File: src/rtl/uart_receiver.sv
// UART 8N1 receiver: two-flop input synchroniser, mid-bit sampling FSM,
// registered byte output with one-cycle done / frame-error pulses.
module uart_receiver #(
    parameter int unsigned CLKS_PER_BIT = 40
) (
    input  logic       clk,
    input  logic       rst_n,
    input  logic       rx,
    output logic [7:0] dout,
    output logic       rx_done_tick,
    output logic       frame_err,
    output logic       o_Rx_Active
);

    localparam logic [7:0] CNT_LAST = 8'(CLKS_PER_BIT - 1);
    localparam logic [7:0] HALF_BIT = 8'((CLKS_PER_BIT - 1) / 2);

    typedef enum logic [2:0] {
        s_WAIT_HIGH,
        s_IDLE,
        s_START,
        s_DATA,
        s_STOP
    } state_t;

    state_t     state_q, state_d;
    logic       sync1_q, rx_s_q;
    logic [7:0] clk_cnt_q, clk_cnt_d;
    logic [2:0] bit_idx_q, bit_idx_d;
    logic [7:0] shreg_q, shreg_d;
    logic [7:0] dout_q, dout_d;
    logic       done_q, done_d;
    logic       ferr_q, ferr_d;
    logic       active_q, active_d;

    always_ff @(posedge clk or negedge rst_n) begin
        if (!rst_n) begin
            sync1_q   <= 1'b1;
            rx_s_q    <= 1'b1;
            state_q   <= s_WAIT_HIGH;
            clk_cnt_q <= '0;
            bit_idx_q <= '0;
            shreg_q   <= '0;
            dout_q    <= '0;
            done_q    <= 1'b0;
            ferr_q    <= 1'b0;
            active_q  <= 1'b0;
        end else begin
            sync1_q   <= rx;
            rx_s_q    <= sync1_q;
            state_q   <= state_d;
            clk_cnt_q <= clk_cnt_d;
            bit_idx_q <= bit_idx_d;
            shreg_q   <= shreg_d;
            dout_q    <= dout_d;
            done_q    <= done_d;
            ferr_q    <= ferr_d;
            active_q  <= active_d;
        end
    end

    always_comb begin
        state_d   = state_q;
        clk_cnt_d = clk_cnt_q;
        bit_idx_d = bit_idx_q;
        shreg_d   = shreg_q;
        dout_d    = dout_q;
        done_d    = 1'b0;
        ferr_d    = 1'b0;
        active_d  = active_q;

        case (state_q)
            s_WAIT_HIGH: begin
                clk_cnt_d = '0;
                bit_idx_d = '0;
                active_d  = 1'b0;
                if (rx_s_q) state_d = s_IDLE;
            end
            s_IDLE: begin
                clk_cnt_d = '0;
                bit_idx_d = '0;
                if (!rx_s_q) begin
                    state_d  = s_START;
                    active_d = 1'b1;
                end
            end
            s_START: begin
                // Re-check at mid start bit so short glitches are rejected silently.
                if (clk_cnt_q == HALF_BIT) begin
                    clk_cnt_d = '0;
                    if (!rx_s_q) begin
                        state_d = s_DATA;
                    end else begin
                        state_d  = s_IDLE;
                        active_d = 1'b0;
                    end
                end else begin
                    clk_cnt_d = clk_cnt_q + 8'd1;
                end
            end
            s_DATA: begin
                if (clk_cnt_q == CNT_LAST) begin
                    clk_cnt_d          = '0;
                    shreg_d[bit_idx_q] = rx_s_q;
                    if (bit_idx_q == 3'd7) begin
                        bit_idx_d = '0;
                        state_d   = s_STOP;
                    end else begin
                        bit_idx_d = bit_idx_q + 3'd1;
                    end
                end else begin
                    clk_cnt_d = clk_cnt_q + 8'd1;
                end
            end
            s_STOP: begin
                if (clk_cnt_q == CNT_LAST) begin
                    clk_cnt_d = '0;
                    active_d  = 1'b0;
                    if (rx_s_q) begin
                        dout_d  = shreg_q;
                        done_d  = 1'b1;
                        state_d = s_IDLE;
                    end else begin
                        ferr_d  = 1'b1;
                        state_d = s_WAIT_HIGH;
                    end
                end else begin
                    clk_cnt_d = clk_cnt_q + 8'd1;
                end
            end
            default: begin
                state_d   = s_WAIT_HIGH;
                clk_cnt_d = '0;
                bit_idx_d = '0;
                active_d  = 1'b0;
            end
        endcase
    end

    assign dout         = dout_q;
    assign rx_done_tick = done_q;
    assign frame_err    = ferr_q;
    assign o_Rx_Active  = active_q;

endmodule
File: config.mk
export PLATFORM = sky130hd
export DESIGN_NAME = uart_receiver
export DESIGN_NICKNAME = d
export VERILOG_FILES = /design/src/rtl/uart_receiver.sv
export SDC_FILE = /design/constraint.sdc
export NUM_CORES = 1
export LEC_CHECK = 0
export ABC_AREA = 1
export BUFFER_PORTS_ARGS = -buffer_cell sky130_fd_sc_hd__buf_2
export CAP_MARGIN = 10
export CORE_AREA = 2 2 64 66
export DETAILED_ROUTE_END_ITERATION = 6
export DIE_AREA = 0 0 66 68
export PLACE_DENSITY = 0.71
export SLEW_MARGIN = 5
export SYNTH_ARGS = -nofsm -noshare
export SYNTH_HDL_FRONTEND = slang
export SYNTH_SLANG_ARGS = --single-unit
File: constraint.sdc
create_clock -name clk -period 1.45 [get_ports clk]
set_input_delay 0.0725 -clock clk [delete_from_list [all_inputs] [get_ports clk]]
set_output_delay 0.0725 -clock clk [all_outputs]
set_load 0.01 [all_outputs]
==> Yosys cells after proc, flatten, opt, wreduce, memory -nomap -nowiden <==
Cells that the tools add are included.
{ "word_totals": {"reg_bits": 35, "in_bits": 3, "output_inout_bits": 11} }
{ "classes": {"n_mux": 29, "eq_ne": 14, "order_cmp": 2, "n_reduce_logical": 9, "n_bitwise": 2, "addsub": 2} }
{ "op_table": {"columns": ["op", "count"], "rows": [
  ["3-bit two-way mux", 8],
  ["8-bit two-way mux", 2],
  ["8-bit one-hot mux with 2 select lines", 1],
  ["3-bit one-hot mux with 5 select lines", 1],
  ["2-bit inequality test, second input constant", 7],
  ["1-bit two-way mux", 12],
  ["8-bit by 1-bit adder with 8-bit output, second input constant", 1],
  ["8-bit bitwise mux", 1],
  ["8-bit by 5-bit equality test with 1-bit output, second input constant", 1],
  ["8-bit by 6-bit equality test with 1-bit output, second input constant", 1],
  ["3-bit by 2-bit equality test with 1-bit output, second input constant", 2],
  ["3-bit equality test, second input constant", 2],
  ["3-bit one-hot mux with 2 select lines", 1],
  ["6-bit AND reduction", 1],
  ["5-bit AND reduction", 1],
  ["3-bit by 4-bit less-than comparator with 1-bit output, second input constant", 1],
  ["1-bit one-hot mux with 4 select lines", 1],
  ["2-bit AND reduction", 2],
  ["2-bit OR reduction", 2],
  ["3-bit by 1-bit adder with 3-bit output, second input constant", 1],
  ["1-bit demux with 3-bit select", 1],
  ["3-bit by 1-bit equality test with 1-bit output, second input constant", 1],
  ["3-bit by 1-bit >= comparator with 1-bit output, second input constant", 1],
  ["3-bit logical NOT", 1],
  ["4 further kinds", 5]
]} }

==> Longest topological paths before layout <==
Gate-level depths: netlist of run 1.
{ "depth": {"depth_word": 5, "mapped_depth": 10} }

==> Least setup slack after synthesis of run 1 <==
No wires, ideal clock.
{ "synth_timing": {"path_type": "flip-flop to flip-flop", "startpoint": "reg clk_cnt_q[0]", "endpoint": "reg active_q (netlist: o_Rx_Active)", "t_required_ns": 1.374, "path_buffers": 0, "path_stages_with_launch": 11, "period_less_slack_ns": 1.397, "arrival_time_ns": 1.320, "setup_ns": 0.076, "path_slack_ns": 0.053, "cell_sequence": "dfrtp_1 -> ha_1 -> nand2_2 -> inv_1 -> nand2_1 -> nor2_2 -> nor2_1 -> nor2_2 -> nand2_1 -> nand2_1 -> o21ai_1"} }
{ "synth_via": {"elab_chain_cells": 3, "elab_cells_between_ends": 5, "cone_classes": "eq/ne (4); reduce/logical (1)"} }
{ "synth_lines": {"columns": ["item", "line", "source"], "rows": [
  ["start: declaration", "28", "logic [7:0] clk_cnt_q, clk_cnt_d;"],
  ["start signal: assignment", "52", "clk_cnt_q <= clk_cnt_d;"],
  ["8-bit by 6-bit equality test with 1-bit output or 8-bit by 5-bit equality test with 1-bit output (tied branches)", "116, 89", null],
  ["2-bit inequality test (no line)", null, null],
  ["5-bit AND reduction (no line) (*)", null, null],
  ["end signal: assignment", "58", "active_q <= active_d;"],
  ["end: declaration", "34", "logic active_q, active_d;"]
]} }
Mark *: on every way between the ends. The rest lies on a longest branch, timed or not.
A chain may end at the register's enable or synchronous reset.

==> Worst setup path in the final report of run 1 <==
{ "layout_timing": {"startpoint": "reg clk_cnt_q[0]", "endpoint": "reg clk_cnt_q[3]"} }
{ "layout_via": {"elab_chain_cells": 3, "elab_cells_between_ends": 6, "cone_classes": "add/sub (1); eq/ne (2); mux (3)"} }
{ "layout_lines": {"columns": ["item", "line", "source"], "rows": [
  ["8-bit by 1-bit adder with 8-bit output, or another cell as far along", "98, 112, 128", null],
  ["8-bit two-way mux (on tied branches)", "102, 116, 89", null],
  ["8-bit one-hot mux with 2 select lines (*)", "72", "case (state_q)"],
  ["via clk_cnt_d[3]", "28", null]
]} }
Mark *: on every way through the listed nets, which the timed path passes. The rest lies on a longest branch.

==> run summary, run 1 <==
status - finished with violations
failing checks - negative setup slack
xor/xnor cell area share of the yosys netlist - 0.0212
area grow syn2layout - 38.0%
port bufs - 13
Final setup viols - 24
CTS tree - built
number of global-route vias before repair - 1,390
DRC Markers - 0
latest clock arrival within the worst-skew pair - 0.29 ns
Pre-antenna DRT Iters - 4
routed via count - 1,425
Post-Syn Instances - 196
post-layout util - 0.591
CTS Buf Count - 5
syn_nets - 202
core area - 0.00386 mm2
Netlist Area Pre-Place - 0.00165 mm2
final antenna-violating net count - 0
Fin Hold WS - 0.337 ns
CP Capture Type - register
top cell type's share of synthesized area - 0.500
post-synth cell types - 20
Area contributors post-synth - dfrtp_1 (50%), nand2_1 (13%), nor2_1 (4.8%), nand3_1 (4.5%), inv_1 (4.3%)
full die area - 0.00449 mm2
crit path time final - 1.49 ns
Worst Path Required - 1.62 ns
Finished Layout Cells - 292
row cnt - 23
Via density - 4.88
DP Cell Count - 272
CTS max path bufs - 2
largest net degree at the start of global routing - 36
Crit Path Max Fanout - 7
Post-Syn Area per Cell - 8.43 um2
largest area contributor in the netlist - dfrtp_1
Max Slew Vio Count - 0
sequential area share after synthesis - 0.532
Post-Synth Simple-Gate Area - 0.326
I/O pin count - 14
unrepaired setup endpoints after global routing - yes
Synth Area in Adders - 0.0227
H-tree depth - 2
kind of critical path - register to register
slew margin rel. - 0.705
Warnings, synthesis - 0
power density over cell area - 1320 mW/mm2
critical path launch point type - register
number of nets in the layout - 247
commonest non-fill, non-tap cell in the layout - nand2_1
Leak - 1.14 nW
Detailed Place HPWL - 2260 um
number of DRC markers in iteration 0 - 115
fmax - 0.670 GHz
Detailed Route WL - 3770 um
commonest cells after routing, fill and taps aside - nand2_1 (47), dfrtp_1 (32), inv_1 (18)
clock root buffer - clkbuf_8
Max-Cap Viols - 0
largest family of logic cells by synthesized area - simple AND/OR/NAND/NOR gates
first-pass GRT wire length - 5920 um
clock sink count - 35
Die Y - 68 um
initial antenna violation count - 0
data arrival time of the critical path - 1.67 ns
Final Cycle Share - 1.03
multiplexer share of the synthesized area - 0
clock skew - 0.00304 ns
GRT Total Usage - 0.177
setup TNS - -0.580 ns
Die Wd - 66 um
Worst VDD drop - 0.000897 V
Hold Crit Class - input port to asynchronous set/reset pin
final-report hold violation count - 0
Least-Margin Pin Slew - 0.443 ns
Starting Density - 0.428
compound-gate portion of the synthesized area - 0.0462
Seq cells post-synth - 35
clk slew on worst S/H paths - 0.07 ns
GRT Residual Overflow - 0
layout cells sized above 1 - 0.372
PnR worst setup slack - -0.0421 ns
Avg WL per Cell - 12.9 um
number of diodes - 0
gpl congestion - 0.867
[per-layer routing]
| metal | share of wire | vias to the layer above | GRT usage |
|---|---|---|---|
| met1 | 0.43 | 669 | 0.217 |
| met4 | 0.021 | 0 | 0.0867 |
| met5 | 0 | - | 0 |
| li1 | - | 717 | - |
| met3 | 0.035 | 9 | 0.0461 |
| met2 | 0.52 | 30 | 0.292 |
[stage by stage]
stage	setup WS [ns]	area, um2	total power (W)
floorplan	0.0533	1650	0.00166
detailed placement	-0.0826	1880	0.00189
finish	-0.0421	2280	0.00300
global route	-0.169	2280	0.00316
global placement	-0.0422	1880	0.00188
CTS	-0.0808	2100	0.00284
[what timing repair did]
action / in CTS / in global routing
buffers inserted: 4 / 3
hold buffers: 2 / 0
gates cloned: 2 / 1
pin swaps: 9 / 16
endpoints found under the setup margin: 27 / 32
resized for setup: 8 / 42
endpoints found under the hold margin: 34 / 0
[power by group]
group          internal, W  switching, W
combinational     0.000356      0.000543
clock             0.000565      0.000377
sequential         0.00107     0.0000929
[synthesized netlist by cell type (all sizes together)]
cell type	number
nor2	28
o22ai	1
nand2	60
clkbuf	1
inv	22
dfrtp	33
o21ai	14
xor2	4
nand4	5
ha	3
nand3	17
nor3	6
dfstp	2
[worst paths after layout]
kind,startpoint,to,slack [ns],depth (start not counted)
min in group clk,sync1_q,rx_s_q,0.36,0
setup / recovery,clk_cnt_q[0],clk_cnt_q[3],-0.04,8
hold reg to reg,sync1_q,rx_s_q,0.36,0
hold / removal,rst_n,rx_done_tick,0.34,3
max in group asynchronous,rst_n,sync1_q,0.77,3
setup reg to reg,clk_cnt_q[0],clk_cnt_q[3],-0.04,8
[cell families after synthesis]
logic type               after synthesis
AND/OR/NAND/NOR                      116
flip-flops                            35
buffers and inverters                 23
AO/OA/AOI/OAI                         15
XOR/XNOR                               4
adder cells (fa/ha/maj)                3
[registers in the layout (all words and copies together), names as in the netlist, 3 cells and up]
register and cells:
bit_idx_q 3, clk_cnt_q 8, shreg_q 8, dout 8
state_q 3
[worst max-delay path, cell delays in order, from the launching register on]
cell     delay, ns
dfrtp_1       0.42
ha_4          0.18
nand2_4       0.07
nor2_4        0.11
nand3_4       0.12
nand2_4       0.11
inv_4         0.05
nor3_4        0.24
nor2_1        0.08
[final cells by class]
type | count | area [um2]
tap | 50 | 62.6
clock buffer | 6 | 82.6
multi-input combinational | 140 | 861
sequential | 35 | 880
fill | 331 | 1580
inverter | 22 | 90.1
timing repair buffer | 36 | 258
timing repair inverter | 1 | 7.51
clock inverter | 2 | 38.8
Note: power is estimated with default switching activity, not from simulation.
==> run 2, diff against run 1 <==
- CORE_AREA: 2 2 64 66 -> 2 2 60 62
- DIE_AREA: 0 0 66 68 -> 0 0 62 64
- PLACE_DENSITY: 0.71 -> 0.78
==> run 2 against run 1 <==
  * The flow still finishes with violations (negative setup slack)
  * Total power is 9.5% lower
  * First-iteration DRC count up 14%
  * Combinational power decreased by 5.0%
  * Global-route usage up 2.6 points
  * Hold slack lost 0.078 ns
  * Clock-buffer cell count shrank 1
  * Die area fell by 12%
  * Wire length increased by 5.0%
  * Register-to-register slack worse by 0.03 ns
  * Worst setup slack got worse by 0.033 ns
  * Sequential share of layout area rose by 1.2 points
==> run summary, run 2 (synthesis gave the netlist of run 1 again) <==
clock sink count - 35 (unchanged)
CP max stage delay - 0.37 ns (-0.05 ns)
clock root buffer - clkbuf_4
slowest CP cell - dfrtp_1
RR Startpoint - clk_cnt_q[0]
CTS Buf Count - 5 (unchanged)
crit path time final - 1.52 ns (+0.0327 ns)
final antenna-violating net count - 0 (unchanged)
Via density - 4.97 (+1.8%)
number of global-route vias before repair - 1,386 (-0.29%)
gpl congestion - 0.856 (-1.3%)
initial antenna violation count - 0 (unchanged)
Total Power - 0.00271 W (-9.5%)
clk slew on worst S/H paths - 0.12 ns (+0.05 ns)
Avg WL per Cell - 13.5 um (+4.7%)
port bufs - 13 (unchanged)
GRT Residual Overflow - 0 (unchanged)
Final setup viols - 19 (-21%)
Critical Path Sink - shreg_q[7]
GRT Total Usage - 0.202 (+0.0255)
Die Y - 64 um (-5.9%)
commonest cells after routing, fill and taps aside - nand2_1 (51), dfrtp_1 (32), buf_4 (23)
DRC Markers - 0 (unchanged)
Final Cycle Share - 1.05 (+0.0226)
Worst VDD drop - 0.00106 V (+18%)
largest net degree at the start of global routing - 36 (unchanged)
Worst Path Required - 1.70 ns (+0.08 ns)
CP Capture Type - register
Least-Margin Pin Slew - 0.428 ns (-0.0149 ns)
data arrival time of the critical path - 1.78 ns (+0.11 ns)
H-tree depth - 2 (unchanged)
number of DRC markers in iteration 0 - 131 (+14%)
CTS max path bufs - 2 (unchanged)
final-report hold violation count - 0 (unchanged)
Max Slew Vio Count - 0 (unchanged)
Sw Ratio - 0.354 (+0.0165)
Max-Cap Viols - 0 (unchanged)
power density over cell area - 1230 mW/mm2 (-6.8%)
PnR worst setup slack - -0.0748 ns (-0.0327 ns)
Detailed Place HPWL - 2250 um (-0.39%)
CTS tree - built
number of diodes - 0 (unchanged)
Crit Path Max Fanout - 5 (-2)
number of nets in the layout - 252 (+2.0%)
Finished Layout Cells - 293 (+0.34%)
cell area after layout - 0.00221 mm2 (-2.9%)
latest clock arrival within the worst-skew pair - 0.36 ns (+0.07 ns)
routed via count - 1,456 (+2.2%)
area grow syn2layout - 34.0%
total net switching power - 0.000961 W (-5.1%)
row cnt - 21 (-8.7%)
clock skew - 0.00895 ns (+0.00591 ns)
Clk pwr share - 0.264 (-0.050)
kind of critical path - register to register
I/O pin count - 14 (unchanged)
CP cell instances - ha_2 -> nand2_2 -> nor2_2 -> nand3_2 -> buf_6 -> nor2_4 -> nand3_2 -> nand2_1 -> o21ai_1
layout cells sized above 1 - 0.368 (-0.00348)
Leak - 1.12 nW (-0.97%)
unrepaired setup endpoints after global routing - yes
Worst Setup SP - clk_cnt_q[0]
crit-path most repeated cell - nand3_2
Cell Area, Placed - 0.00188 mm2 (-0.27%)
full die area - 0.00397 mm2 (-12%)
core area - 0.00328 mm2 (-15%)
critical path launch point type - register
slew margin rel. - 0.715 (+0.00994)
R2R Setup Slk - -0.07 ns (-0.03 ns)
Hold Crit Class - input port to asynchronous set/reset pin
Pre-antenna DRT Iters - 4 (unchanged)
Logic pwr share - 0.315 (+0.015)
Int Pwr - 0.00175 W (-12%)
status - finished with violations
DP Cell Count - 268 (-1.5%)
first-pass GRT wire length - 5910 um (-0.12%)
commonest non-fill, non-tap cell in the layout - nand2_1
Starting Density - 0.503 (+0.0746)
Die Wd - 62 um (-6.1%)
Sequential Power Share - 0.421 (+0.035)
reg2reg end - shreg_q[7]
R2R depth - 9 (+1)
failing checks - negative setup slack
fmax - 0.656 GHz (-2.1%)
Place WS - -0.0966 ns (-0.0140 ns)
Detailed Route WL - 3960 um (+5.0%)
## run 2: changes by cell type in the layout (fill, tap and decap cells not counted), sizes merged
cell / change
buf: +5
clkinv: +4
inv: -2
clkbuf: -1
clkinvlp: -1
## run 2: metrics by stage
| step | hold WS (ns) | setup TNS, ns | utilization |
|---|---|---|---|
| 6_report | 0.259 | -0.803 | 0.674 |
| 3_5_place_dp | 0.129 | -1.29 | 0.571 |
| 5_1_grt | 0.334 | -3.35 | 0.674 |
| 3_3_place_gp | 0.127 | -0.368 | 0.571 |
| 2_1_floorplan | -0.223 | 0 | - |
| 4_1_cts | 0.274 | -0.233 | 0.639 |
## run 2: timing repair
action / CTS / global route
hold buffers: 2 / 0
resized for setup: 17 / 20
pin swaps: 8 / 12
endpoints found under the hold margin: 34 / 0
cloned: 1 / 2
setup endpoints to repair: 27 / 32
buffers inserted: 6 / 7
## run 2: how the worst min path moves through the flow
stage               startpoint      endpoint  slack, ns  depth (start not counted)
floorplan                rst_n  bit_idx_q[0]      -0.22                          0
global placement         rst_n    state_q[1]       0.13                          2
detailed placement       rst_n    state_q[1]       0.13                          2
CTS                      rst_n   o_Rx_Active       0.27                          3
global route             rst_n   o_Rx_Active       0.33                          3
finish                   rst_n   o_Rx_Active       0.26                          3
## run 2: final cells by class
class,instances,area (um2)
timing repair inverter,1,5.00
multi-input combinational,140,811
tap,46,57.6
clock inverter,3,43.8
sequential,35,880
clock buffer,5,37.5
timing repair buffer,41,292
inverter,22,87.6
fill,233,1070
## run 2: per-layer routing
metal / up-vias / share of wire / GRT usage
li1: 728 / - / -
met1: 678 / 0.44 / 0.248
met2: 42 / 0.50 / 0.314
met3: 8 / 0.043 / 0.0607
met4: 0 / 0.019 / 0.101
met5: - / 0 / 0
## run 2: worst max-delay path: cells and delay by family (launching register included)
kind	cells	cell delay (ns)
AND/OR/NAND/NOR	6	0.67
adder cells (fa/ha/maj)	1	0.19
buffers and inverters	1	0.16
flip-flops	1	0.37
AO/OA/AOI/OAI	1	0.05
## run 2: power groups by stage
| stage | sequential (W) | combinational [W] | clock, W |
|---|---|---|---|
| 6_report | 0.00114 | 0.000854 | 0.000717 |
| 5_1_grt | 0.00115 | 0.000951 | 0.000766 |
| 4_1_cts | 0.00114 | 0.000774 | 0.000723 |
| 3_5_place_dp | 0.00116 | 0.000735 | 0 |
| 3_3_place_gp | 0.00115 | 0.000725 | 0 |
| 2_1_floorplan | 0.00116 | 0.000499 | 0 |
==> run 3, diff against run 2 <==
- SETUP_SLACK_MARGIN: default -> 0.4
==> run 3 against run 2 <==
  * The flow still finishes with violations (negative setup slack)
  * Clock skew increased by 0.00077 ns
  * Die area unchanged
  * Cell area increased by 4.2%
  * Critical path depth unchanged
  * Wire length increased by 5.1%
  * Combinational power increased by 22%
  * Utilization increased by 2.8 points
  * Cell count decreased by 1.4%
  * Sequential cell count unchanged
  * Sequential share of layout area decreased by 1.5 points
  * Non-clock buffer count decreased by 3
  * Clock power decreased by 16%
==> run summary, run 3 (synthesis gave the netlist of run 1 again) <==
GRT Residual Overflow - 0 (unchanged)
Total Power - 0.00280 W (+3.1%)
Max-Cap Viols - 0 (unchanged)
first-pass GRT wire length - 6000 um (+1.5%)
Leak - 1.12 nW (-0.31%)
data arrival time of the critical path - 1.79 ns (about the same)
latest clock arrival within the worst-skew pair - 0.34 ns (-0.02 ns)
status - finished with violations
I/O pin count - 14 (unchanged)
final-report hold violation count - 0 (unchanged)
R2R Setup Slk - -0.1 ns (-0.02 ns)
gpl congestion - 0.862 (+0.69%)
clock sink count - 35 (unchanged)
power density over cell area - 1210 mW/mm2 (-1.0%)
Die Y - 64 um (unchanged)
Die Wd - 62 um (unchanged)
Finished Layout Cells - 289 (-1.4%)
CTS max path bufs - 2 (unchanged)
Crit Path Max Fanout - 7 (+2)
initial antenna violation count - 0 (unchanged)
CTS tree - built
clock skew - 0.00972 ns (+0.000770 ns)
Final setup viols - 18 (-1)
H-tree depth - 2 (unchanged)
GRT Total Usage - 0.208 (+0.00594)
Via density - 5.14 (+3.5%)
Final Cycle Share - 1.07 (+0.0155)
RR Startpoint - clk_cnt_q[1]
Max Slew Vio Count - 0 (unchanged)
full die area - 0.00397 mm2 (unchanged)
R2R depth - 9 (unchanged)
# fillers - 227 (-2.6%)
largest net degree at the start of global routing - 36 (unchanged)
Worst VDD drop - 0.000677 V (-36%)
Hold Crit Class - input port to asynchronous set/reset pin
number of diodes - 0 (unchanged)
number of DRC markers in iteration 0 - 111 (-15%)
CP Capture Type - register
kind of critical path - register to register
setup TNS - -1.23 ns (-0.423 ns)
clk slew on worst S/H paths - 0.10 ns (-0.02 ns)
number of global-route vias before repair - 1,348 (-2.7%)
Detailed Route WL - 4160 um (+5.1%)
reg2reg end - clk_cnt_q[7]
critical path launch point type - register
layout cells sized above 1 - 0.416 (+0.0472)
Least-Margin Pin Slew - 0.417 ns (-0.0111 ns)
fmax - 0.646 GHz (-1.5%)
Starting Density - 0.503 (unchanged)
Worst Setup SP - clk_cnt_q[1]
port bufs - 13 (unchanged)
number of nets in the layout - 248 (-1.6%)
Detailed Place HPWL - 2210 um (-1.8%)
PnR worst setup slack - -0.0973 ns (-0.0225 ns)
row cnt - 21 (unchanged)
area grow syn2layout - 39.6%
crit path time final - 1.55 ns (+0.0225 ns)
Worst Path Required - 1.69 ns (about the same)
commonest cells after routing, fill and taps aside - nand2_1 (49), dfrtp_1 (30), buf_4 (19)
unrepaired setup endpoints after global routing - yes
DRC Markers - 0 (unchanged)
core area - 0.00328 mm2 (unchanged)
Pre-antenna DRT Iters - 4 (unchanged)
slew margin rel. - 0.722 (+0.00739)
DP Cell Count - 266 (-0.75%)
CTS Buf Count - 5 (unchanged)
final antenna-violating net count - 0 (unchanged)
routed via count - 1,486 (+2.1%)
commonest non-fill, non-tap cell in the layout - nand2_1
Avg WL per Cell - 14.4 um (+6.5%)
failing checks - negative setup slack
clock root buffer - clkbuf_4
run 3: changes by cell type in the layout (fill, tap and decap cells not counted), sizes merged:
cell	before	now
bufinv	1	0
clkbuf	5	8
buf	39	36
inv	21	22
clkinv	4	0
run 3: critical path, cell delays in order (launching register included):
cell and delay (ns):
dfrtp_1 0.42, ha_4 0.17, nand2_4 0.07, inv_4 0.07, nand2_4 0.04, nor2_4 0.18, nor2_4 0.09, nor3_4 0.20
buf_6 0.16, nor2_1 0.04
run 3: worst max path at each step:
stage                   end  depth (start not counted)  slack (ns)
6_report       clk_cnt_q[7]                          9        -0.1
2_1_floorplan  clk_cnt_q[0]                          8        0.06
5_1_grt        clk_cnt_q[6]                          9       -0.16
3_3_place_gp        dout[3]                          9       -0.08
4_1_cts        clk_cnt_q[6]                          9       -0.04
3_5_place_dp        dout[4]                          9       -0.14
run 3: area by class of cell:
class                           instances  area (um2)  area share
Sequential cell                        35         882       0.383
Timing Repair Buffer                   38         273       0.118
Inverter                               22        95.1      0.0412
Tap cell                               46        57.6      0.0250
Clock buffer                            8        68.8      0.0298
Multi-Input combinational cell        140         930       0.403
run 3: power by group:
part	switching [W]	total, W	internal [W]
sequential	0.0000953	0.00116	0.00107
combinational	0.000635	0.00104	0.000401
clock	0.000315	0.000600	0.000285
run 3: stage by stage:
step	cell area, um2	setup WS (ns)	util	hold WS [ns]
global placement	1880	-0.0762	0.573	0.129
detailed placement	1880	-0.138	0.573	0.126
floorplan	1670	0.0600	-	-0.223
finish	2310	-0.0973	0.702	0.270
CTS	2150	-0.0354	0.654	0.289
global route	2310	-0.160	0.702	0.319
run 3: layer usage:
| layer | vias up | global-route usage | share of wire |
|---|---|---|---|
| li1 | 721 | - | - |
| met1 | 696 | 0.265 | 0.39 |
| met2 | 59 | 0.333 | 0.53 |
| met3 | 10 | 0.0648 | 0.060 |
| met4 | 0 | 0.0612 | 0.019 |
| met5 | - | 0 | 0 |
run 3: timing repair:
action,CTS,global route
hold buffers,2,0
endpoints found under the hold margin,34,0
buffers inserted,4,7
resized for setup,31,29
pin swaps,14,15
setup endpoints to repair,33,33
gates cloned,1,1
